$ cat src/rtl/i2c_periph_pkg.sv
// Shared types and defaults for the I2C register peripheral.
// Holds the controller state encoding and the majority helper used by the optional glitch filter.
package i2c_periph_pkg;

    localparam logic [6:0] DEFAULT_I2C_ADDR = 7'h2A;
    localparam int         DEFAULT_NUM_REGS = 4;

    typedef enum logic [3:0] {
        ST_IDLE,
        ST_ADDR,
        ST_ACK_ADDR,
        ST_PTR,
        ST_ACK_PTR,
        ST_WDATA,
        ST_ACK_WDATA,
        ST_RDATA,
        ST_RACK
    } i2c_state_t;

    function automatic logic maj3(input logic a, input logic b, input logic c);
        return (a & b) | (a & c) | (b & c);
    endfunction

endpackage

$ cat src/rtl/i2c_line_sync.sv
// Brings one open-drain bus line into the clk domain and reports its level and edges.
// With I2C_GLITCH_FILTER_EN defined, a 3-sample majority filter follows the synchronizer.
module i2c_line_sync
    import i2c_periph_pkg::*;
(
    input  logic clk,
    input  logic rst,
    input  logic line_in,
    output logic level,
    output logic rise,
    output logic fall
);

    logic [1:0] sync_q;
    logic       prev_q;

    // Reset to 1 so an idle bus produces no spurious edge when reset releases.
    always_ff @(posedge clk) begin
        if (rst) begin
            sync_q <= 2'b11;
        end else begin
            sync_q <= {sync_q[0], line_in};
        end
    end

`ifdef I2C_GLITCH_FILTER_EN
    logic [1:0] hist_q;
    logic       filt_q;

    always_ff @(posedge clk) begin
        if (rst) begin
            hist_q <= 2'b11;
            filt_q <= 1'b1;
        end else begin
            hist_q <= {hist_q[0], sync_q[1]};
            filt_q <= maj3(sync_q[1], hist_q[0], hist_q[1]);
        end
    end

    assign level = filt_q;
`else
    assign level = sync_q[1];
`endif

    always_ff @(posedge clk) begin
        if (rst) begin
            prev_q <= 1'b1;
        end else begin
            prev_q <= level;
        end
    end

    assign rise = level & ~prev_q;
    assign fall = ~level & prev_q;

endmodule

$ cat src/rtl/tt_um_i2c_peripheral_stevej_core.sv
// I2C target with a pointer byte and NUM_REGS 8-bit registers; register 0 is mirrored on uo_out.
// Optional I2C_GLITCH_FILTER_EN adds a majority filter inside each i2c_line_sync.
//
// state        | meaning
// ST_IDLE      | not addressed, waiting for START
// ST_ADDR      | shifting in address + R/W
// ST_ACK_ADDR  | acknowledging address
// ST_PTR       | shifting in register pointer
// ST_ACK_PTR   | acknowledging pointer
// ST_WDATA     | shifting in write data
// ST_ACK_WDATA | acknowledging write data
// ST_RDATA     | shifting out reg[ptr]
// ST_RACK      | sampling controller ACK/NACK after a read byte
module tt_um_i2c_peripheral_stevej_core
    import i2c_periph_pkg::*;
#(
    parameter logic [6:0] I2C_ADDR = DEFAULT_I2C_ADDR,
    parameter int         NUM_REGS = DEFAULT_NUM_REGS
) (
    input  logic       clk,
    input  logic       rst,
    input  logic       ena,
    input  logic [7:0] ui_in,
    output logic [7:0] uo_out,
    input  logic [7:0] uio_in,
    output logic [7:0] uio_out,
    output logic [7:0] uio_oe
);

    localparam int PTR_W = $clog2(NUM_REGS);

    logic sda, sda_rise, sda_fall;
    logic scl, scl_rise, scl_fall;

    i2c_line_sync u_sda_sync (
        .clk     (clk),
        .rst     (rst),
        .line_in (uio_in[0]),
        .level   (sda),
        .rise    (sda_rise),
        .fall    (sda_fall)
    );

    i2c_line_sync u_scl_sync (
        .clk     (clk),
        .rst     (rst),
        .line_in (uio_in[1]),
        .level   (scl),
        .rise    (scl_rise),
        .fall    (scl_fall)
    );

    i2c_state_t       state_q, state_d;
    logic [2:0]       bit_cnt_q, bit_cnt_d;
    logic [7:0]       shift_q, shift_d;
    logic [7:0]       tx_q, tx_d;
    logic [PTR_W-1:0] ptr_q, ptr_d;
    logic [1:0]       phase_q, phase_d;
    logic             rw_q, rw_d;
    logic             oe_q, oe_d;
    logic             wr_en;
    logic [7:0]       regs_q [NUM_REGS];

    logic       start_cond, stop_cond;
    logic [7:0] rx_byte;

    assign start_cond = sda_fall & scl;
    assign stop_cond  = sda_rise & scl;
    assign rx_byte    = {shift_q[6:0], sda};

    always_ff @(posedge clk) begin
        if (rst) begin
            state_q   <= ST_IDLE;
            bit_cnt_q <= 3'd0;
            shift_q   <= 8'h00;
            tx_q      <= 8'h00;
            ptr_q     <= '0;
            phase_q   <= 2'd0;
            rw_q      <= 1'b0;
            oe_q      <= 1'b0;
            for (int i = 0; i < NUM_REGS; i++) begin
                regs_q[i] <= 8'h00;
            end
        end else begin
            state_q   <= state_d;
            bit_cnt_q <= bit_cnt_d;
            shift_q   <= shift_d;
            tx_q      <= tx_d;
            ptr_q     <= ptr_d;
            phase_q   <= phase_d;
            rw_q      <= rw_d;
            oe_q      <= oe_d;
            if (wr_en) begin
                regs_q[ptr_q] <= rx_byte;
            end
        end
    end

    // Ack phases: 0 = wait for the fall ending bit 8 before driving,
    // 1 = driving, release on the fall ending the ack clock.
    // RACK phases: 0 = release last data bit, 1 = sample ack, 2 = load next byte.
    always_comb begin
        state_d   = state_q;
        bit_cnt_d = bit_cnt_q;
        shift_d   = shift_q;
        tx_d      = tx_q;
        ptr_d     = ptr_q;
        phase_d   = phase_q;
        rw_d      = rw_q;
        oe_d      = oe_q;
        wr_en     = 1'b0;

        if (start_cond) begin
            state_d   = ST_ADDR;
            bit_cnt_d = 3'd0;
            phase_d   = 2'd0;
            oe_d      = 1'b0;
        end else if (stop_cond) begin
            state_d   = ST_IDLE;
            bit_cnt_d = 3'd0;
            phase_d   = 2'd0;
            oe_d      = 1'b0;
        end else begin
            case (state_q)
                ST_ADDR, ST_PTR, ST_WDATA: begin
                    if (scl_rise) begin
                        shift_d   = rx_byte;
                        bit_cnt_d = bit_cnt_q + 3'd1;
                        if (bit_cnt_q == 3'd7) begin
                            phase_d = 2'd0;
                            case (state_q)
                                ST_ADDR: begin
                                    if (rx_byte[7:1] == I2C_ADDR) begin
                                        state_d = ST_ACK_ADDR;
                                        rw_d    = rx_byte[0];
                                    end else begin
                                        state_d = ST_IDLE;
                                    end
                                end
                                ST_PTR: begin
                                    ptr_d   = rx_byte[PTR_W-1:0];
                                    state_d = ST_ACK_PTR;
                                end
                                default: begin
                                    wr_en   = 1'b1;
                                    ptr_d   = ptr_q + PTR_W'(1);
                                    state_d = ST_ACK_WDATA;
                                end
                            endcase
                        end
                    end
                end

                ST_ACK_ADDR, ST_ACK_PTR, ST_ACK_WDATA: begin
                    if (scl_fall) begin
                        if (phase_q == 2'd0) begin
                            oe_d    = 1'b1;
                            phase_d = 2'd1;
                        end else begin
                            oe_d      = 1'b0;
                            phase_d   = 2'd0;
                            bit_cnt_d = 3'd0;
                            if (state_q == ST_ACK_ADDR) begin
                                if (rw_q) begin
                                    state_d = ST_RDATA;
                                    tx_d    = regs_q[ptr_q];
                                    oe_d    = ~regs_q[ptr_q][7];
                                end else begin
                                    state_d = ST_PTR;
                                end
                            end else begin
                                state_d = ST_WDATA;
                            end
                        end
                    end
                end

                ST_RDATA: begin
                    if (scl_rise) begin
                        if (bit_cnt_q == 3'd7) begin
                            state_d   = ST_RACK;
                            bit_cnt_d = 3'd0;
                            phase_d   = 2'd0;
                        end else begin
                            bit_cnt_d = bit_cnt_q + 3'd1;
                        end
                    end else if (scl_fall) begin
                        tx_d = {tx_q[6:0], 1'b0};
                        oe_d = ~tx_q[6];
                    end
                end

                ST_RACK: begin
                    case (phase_q)
                        2'd0: begin
                            if (scl_fall) begin
                                oe_d    = 1'b0;
                                phase_d = 2'd1;
                            end
                        end
                        2'd1: begin
                            if (scl_rise) begin
                                if (sda) begin
                                    state_d = ST_IDLE;
                                    phase_d = 2'd0;
                                end else begin
                                    ptr_d   = ptr_q + PTR_W'(1);
                                    phase_d = 2'd2;
                                end
                            end
                        end
                        default: begin
                            if (scl_fall) begin
                                state_d   = ST_RDATA;
                                tx_d      = regs_q[ptr_q];
                                oe_d      = ~regs_q[ptr_q][7];
                                bit_cnt_d = 3'd0;
                                phase_d   = 2'd0;
                            end
                        end
                    endcase
                end

                default: begin
                    state_d = ST_IDLE;
                end
            endcase
        end
    end

    logic unused_ok;
    assign unused_ok = &{1'b0, ena, ui_in, uio_in[7:2]};

    assign uo_out  = regs_q[0];
    assign uio_out = 8'h00;
    assign uio_oe  = {7'b0000000, oe_q};

endmodule

$ cat config.mk
export PLATFORM = sky130hd
export DESIGN_NAME = tt_um_i2c_peripheral_stevej_core
export DESIGN_NICKNAME = d
export VERILOG_FILES = /design/src/rtl/i2c_periph_pkg.sv /design/src/rtl/i2c_line_sync.sv /design/src/rtl/tt_um_i2c_peripheral_stevej_core.sv
export SDC_FILE = /design/constraint.sdc
export NUM_CORES = 1
export LEC_CHECK = 0
export CORE_AREA = 2 2 80 82
export DETAILED_ROUTE_END_ITERATION = 12
export DIE_AREA = 0 0 82 84
export DONT_BUFFER_PORTS = 1
export PLACE_DENSITY_LB_ADDON = 0.25
export SETUP_SLACK_MARGIN = 0.3
export SLEW_MARGIN = 40
export SYNTH_ARGS = -nofsm -noshare
export SYNTH_HDL_FRONTEND = slang
export SYNTH_HIERARCHICAL = 1
export SYNTH_SLANG_ARGS = --single-unit
$ cat constraint.sdc
create_clock -name clk -period 6.5 [get_ports clk]
set_input_delay 0 -clock clk [delete_from_list [all_inputs] [get_ports clk]]
set_output_delay 0 -clock clk [all_outputs]
set_load 0.005 [all_outputs]
; ---- Word level (Yosys, flattened, before mapping)
; Memories as Yosys holds them, arrays and structs flattened. A register that Yosys moved wholly into a read port is not among the register bits.
; Index checks and enable logic that the tools add are counted.
[op_classes]
n_eq_ne = 45
bitwise = 14
n_reduce_logical = 21
muxes = 77
n_addsub = 2
[op_table]
columns = operator, count
row1 = 7-bit two-way mux, 8
row2 = 4-bit two-way mux, 10
row3 = "2-bit inequality test, second input constant", 18
row4 = 2-bit two-way mux, 16
row5 = "4-bit inequality test, second input constant", 7
row6 = 3-bit two-way mux, 8
row7 = 1-bit two-way mux, 23
row8 = 7-bit case mux with 3 select lines, 1
row9 = 7-bit AND reduction, 3
row10 = 10-bit AND reduction, 2
row11 = "4-bit by 3-bit == test with 1-bit output, second input constant", 4
row12 = 4-bit case mux with 2 select lines, 2
row13 = 4-bit case mux with 4 select lines, 1
row14 = 2-bit case mux with 2 select lines, 3
row15 = 3-bit case mux with 4 select lines, 1
row16 = 11-bit AND reduction, 1
row17 = "5-bit inequality test, second input constant", 2
row18 = "3-bit inequality test, second input constant", 3
row19 = 9-bit AND reduction, 1
row20 = 3-bit OR reduction, 3
row21 = "4-bit by 2-bit == test with 1-bit output, second input constant", 2
row22 = 8-bit two-way mux, 1
row23 = 1-bit inverter, 8
row24 = 8-bit OR reduction, 1
row25 = other kinds (22), 30
[word_totals]
out_inout_bits = 24
ff_bits = 33
n_memories = 1
ramBits = 32
[mem_list]
columns = name, depth, width, read_ports, rd_ports_with_merged_regs, wr, line
row1 = regs_q, 4, 8, 2, 1, 4, tt_um_i2c_peripheral_stevej_core.sv:62  ; logic [7:0] regs_q [NUM_REGS];

; ---- Logic depth before layout (Yosys ltp)
[depth]
ltp_word = 13
mapped_depth = 8
mapped_depth_nobuf = 7

; ---- By module
; The synthesis kept the hierarchy.
[by_module_without_submodules]
columns = mod, cells_each, instances, seq_area_each_um2, area_each_um2
row1 = tt_um_i2c_peripheral_stevej_core, 303, 1, 1541.5, 3301.9
row2 = i2c_line_sync, 8, 2, 60.1, 92.6

; ---- Worst setup path before layout
; No wires, ideal clock.
[synth_path]
kind = register to register
from = reg u_scl_sync.sync_q[1]
to = mem regs_q[2][0] (enable)
required_ns = 6.171
arrival_ns = 1.979
n_path_buf = 2
synth_period_minus_slack_ns = 2.308
stages_incl_launch_ff = 9
slack_ns = 4.192
cell_sequence = dfxtp_1 -> nor2b_1 -> and3b_1 -> buf_2 -> and4_1 -> and2b_1 -> and3b_1 -> clkbuf_1 -> or2_1
[synth_lines]
columns = item, line
row1 = from (decl), i2c_line_sync.sv:14  ; logic [1:0] sync_q;
row2 = from (signal assigned), i2c_line_sync.sv:22  ; sync_q <= {sync_q[0], line_in};
row3 = to (decl), tt_um_i2c_peripheral_stevej_core.sv:62

==> impl_metrics.py <==
metrics = {
    "synthesis": {
        "synthAdderAreaFrac_pct": 0.7176,
        "synth_top_cell_area_share_pct": 27.56,
        "synth_top_area_cell": "edfxtp_1",
        "syn_avg_cell_area_um2": 10.93,
        "ys_async_sr_fraction_pct": 0,
        "netlist_instances": 319,
        "ys_ff_latch": 67,
        "ys_warn_count": 6,
        "netlist_area_um2": 3487,
        "synth-compound-area-share_pct": 14.35,
        "synthSimpleGateAreaFrac_pct": 20.38,
        "synth_edf_count": 32,
        "synthTopCellsByCount": "dfxtp_1 (35), edfxtp_1 (32), nor2_1 (19)",
        "ys.flop_type": "dfxtp_1",
        "yosys.cell_types.count": 65,
        "synthXorXnorAreaFrac_pct": 0.2512,
        "ys_top_cells_by_area": "edfxtp_1 (28%), dfxtp_1 (20%), mux4_2 (5.2%), mux2i_1 (4.3%), buf_4 (3.4%)",
        "synth_mux_area_share_pct": 10.12,
        "yosysMostFrequentCell": "dfxtp_1",
        "synth_top_family_by_area": "simple AND/OR/NAND/NOR gates",
        "ys_seq_area_share_pct": 47.65,
    },
    "cts": {
        "cts_buffers": 9,
        "clk_pin_slew_ps": 70,
        "clock_sinks": 67,
        "cts_max_level": 3,
        "clock_latency_ps": 350,
        "clockBufferDepth": 2,
        "clockRootBuffer": "clkbuf_8",
        "cts_hold_repair.buffers": 3,
        "cts_setup_buffers": 0,
        "cts_tree": "yes",
        "ctsResizeCount": 0,
    },
    "worst_setup_path": {
        "required_ps": 6510,
        "crit_type": "reg -> reg",
        "path_delay_family": "simple AND/OR/NAND/NOR gates",
        "startpoint_type": "flip-flop",
        "crit_fanout": 25,
        "slowest_delay_ps": 590,
        "cp_common_cell": "and3b_1",
        "path_buf_inv": 0,
        "cp.arrival_ps": 3280,
        "crit_path_end_kind": "flip-flop",
        "crit_path_top_delay_cell": "and2b_1",
        "path_cells": "nor2b_1, and3b_1, and4_1, and2b_1, and3b_1, or2_1",
    },
    "placement": {
        "dpl-instance-area_um2": 3427,
        "dp_hpwl_um": 4750,
        "port_buffers": 0,
        "finalWeightedCongestion": 0.9396,
    },
    "finish": {
        "n_fill_cell": 525,
        "seq_area_um2": 1662,
        "drive_above_1_share_pct": 12.30,
        "final_cell_area_um2": 3675,
        "multi_input_area_um2": 1658,
        "area_delta_synth_final_pct": 5.382,
        "diodes": 0,
        "fin_nets": 333,
    },
    "floorplan": {
        "core-area_um2": 6096,
        "die-width_um": 82,
        "ios": 43,
        "fp.dieArea_um2": 6888,
        "initial_utilization_pct": 57.20,
        "std_cell_rows": 29,
        "die-height_um": 84,
    },
    "grt": {
        "grt_pass1_vias": 2255,
        "grtUsageTotal_pct": 22.63,
        "grt-ovfl-total": 0,
        "grt_pass1_wl_um": 11500,
        "antenna_found_initial": 0,
        "grt_max_degree": 27,
    },
    "sta": {
        "min_period_over_period_pct": 50.34,
        "drv_slew": 0,
        "worst_pin_slew_ps": 792.4,
        "setup_tns_ps": 0,
        "period_minus_slack_ps": 3272,
        "max_slew_margin_pct": 46.78,
        "holdWs_ps": 67.23,
        "fmax_mhz": 305.6,
        "timing_hold_violations_final": 0,
        "rsz0062_at_grt": "no",
        "final-setup-viol-count": 0,
        "finalClockSkew_ps": 11.54,
    },
    "power_and_ir_drop": {
        "max-vdd-ir-drop_mv": 0.1634,
        "pwr-share-comb_pct": 21.1,
        "p_per_area_nw_per_um2": 308.8,
        "switchingPower_w": 0.0003604,
        "clkPwrFrac_pct": 34.4,
        "swShare_pct": 31.76,
        "power_leakage_nw": 1.459,
        "seq_power_share_pct": 44.6,
        "p_int_w": 0.0007744,
    },
    "routing": {
        "ant_nets": 0,
        "post_drt_wl_per_cell_um": 18.40,
        "routed_wirelength_um": 7248,
        "viasPerCell": 6.104,
        "vias": 2405,
        "drt_pre_antenna_iters": 4,
        "drc": 0,
        "drtIter0Drc": 192,
    },
    "run_status": {
        "status": "complete, no violations",
    },
    "worst_hold_path": {
        "hp-class": "in -> reg",
    },
    "job": {
        "cap_violations": 0,
    },
}
==> logic make-up (layout without fill, tap and decap cells) <==
family / count (synthesis) / after routing
other cells: 1 / 15
fa+ha+maj: 2 / 2
compound gates: 68 / 68
mux: 25 / 25
xor+xnor: 1 / 1
simple gates: 117 / 117
flops: 67 / 67
buf+inv: 38 / 22
==> metrics by stage <==
stage	power [W]	util [%]	std cells	setup WS, ps
after global placement	0.0007384	56.16	375	3360
after CTS	0.001133	60.37	394	3284
after floorplan	0.0007095	-	333	4192
final	0.001135	60.28	394	3228
after detailed placement	0.0007458	56.22	375	3292
after global routing	0.001186	60.28	394	3046
==> power groups by stage <==
stage / clock network, W / logic [W] / registers (W)
after CTS: 0.000393 / 0.000236 / 0.000505
after global placement: 0 / 0.000223 / 0.000515
after global routing: 0.000411 / 0.000263 / 0.000512
final: 0.000390 / 0.000239 / 0.000506
after floorplan: 0 / 0.000215 / 0.000494
after detailed placement: 0 / 0.000231 / 0.000515
==> flip-flops by register name (all words and copies together) (netlist names), named ones only <==
signal and count:
regs_q 32, shift_q 7, tx_q 7, state_q 4, bit_cnt_q 3, phase_q 2, ptr_q 2, u_scl_sync/sync_q 2
u_sda_sync/sync_q 2, oe_q 1, rw_q 1, u_scl_sync/prev_q 1, u_sda_sync/prev_q 1
==> placed cells by master (no fill, tap or decap), types with 6 or more instances in the layout <==
master | Yosys | routed
nor2_1 | 19 | 19
a311oi_1 | 6 | 6
nand3_1 | 7 | 7
and3_1 | 17 | 17
clkbuf_8 | 0 | 9
dfxtp_1 | 35 | 35
nor2b_1 | 9 | 9
a21oi_1 | 17 | 17
edfxtp_1 | 32 | 32
nand2_1 | 8 | 8
conb_1 | 1 | 15
and2_1 | 18 | 18
or2_1 | 8 | 8
mux2i_1 | 15 | 15
mux4_2 | 8 | 8
==> final timing paths <==
path,start,to,slack (ps),cells after the start
min,rst,phase_q[1],70,2
max reg2reg,u_scl_sync/sync_q[1],regs_q[2][0],3230,6
min reg2reg,u_sda_sync/sync_q[0],u_sda_sync/sync_q[1],410,1
max,u_scl_sync/sync_q[1],regs_q[2][0],3230,6
==> routing by layer <==
metal / vias to the layer above / share of wire, % / routed length (um) / GRT usage, %
met5: - / 0 / 0 / 0
met2: 77 / 46 / 3359 / 32.74
met3: 11 / 6.0 / 432 / 6.494
met1: 1164 / 46 / 3334 / 31.90
li1: 1153 / - / - / -
met4: 0 / 1.7 / 122 / 8.939
==> area by class of cell <==
class / instances / area share [%]
Tap cell: 77 / 2.622
Timing Repair Buffer: 3 / 0.6810
Multi-Input combinational cell: 228 / 45.11
Clock inverter: 7 / 2.690
Inverter: 3 / 0.3064
Clock buffer: 9 / 3.371
Sequential cell: 67 / 45.22
Note: power is estimated with default switching activity, not from simulation.
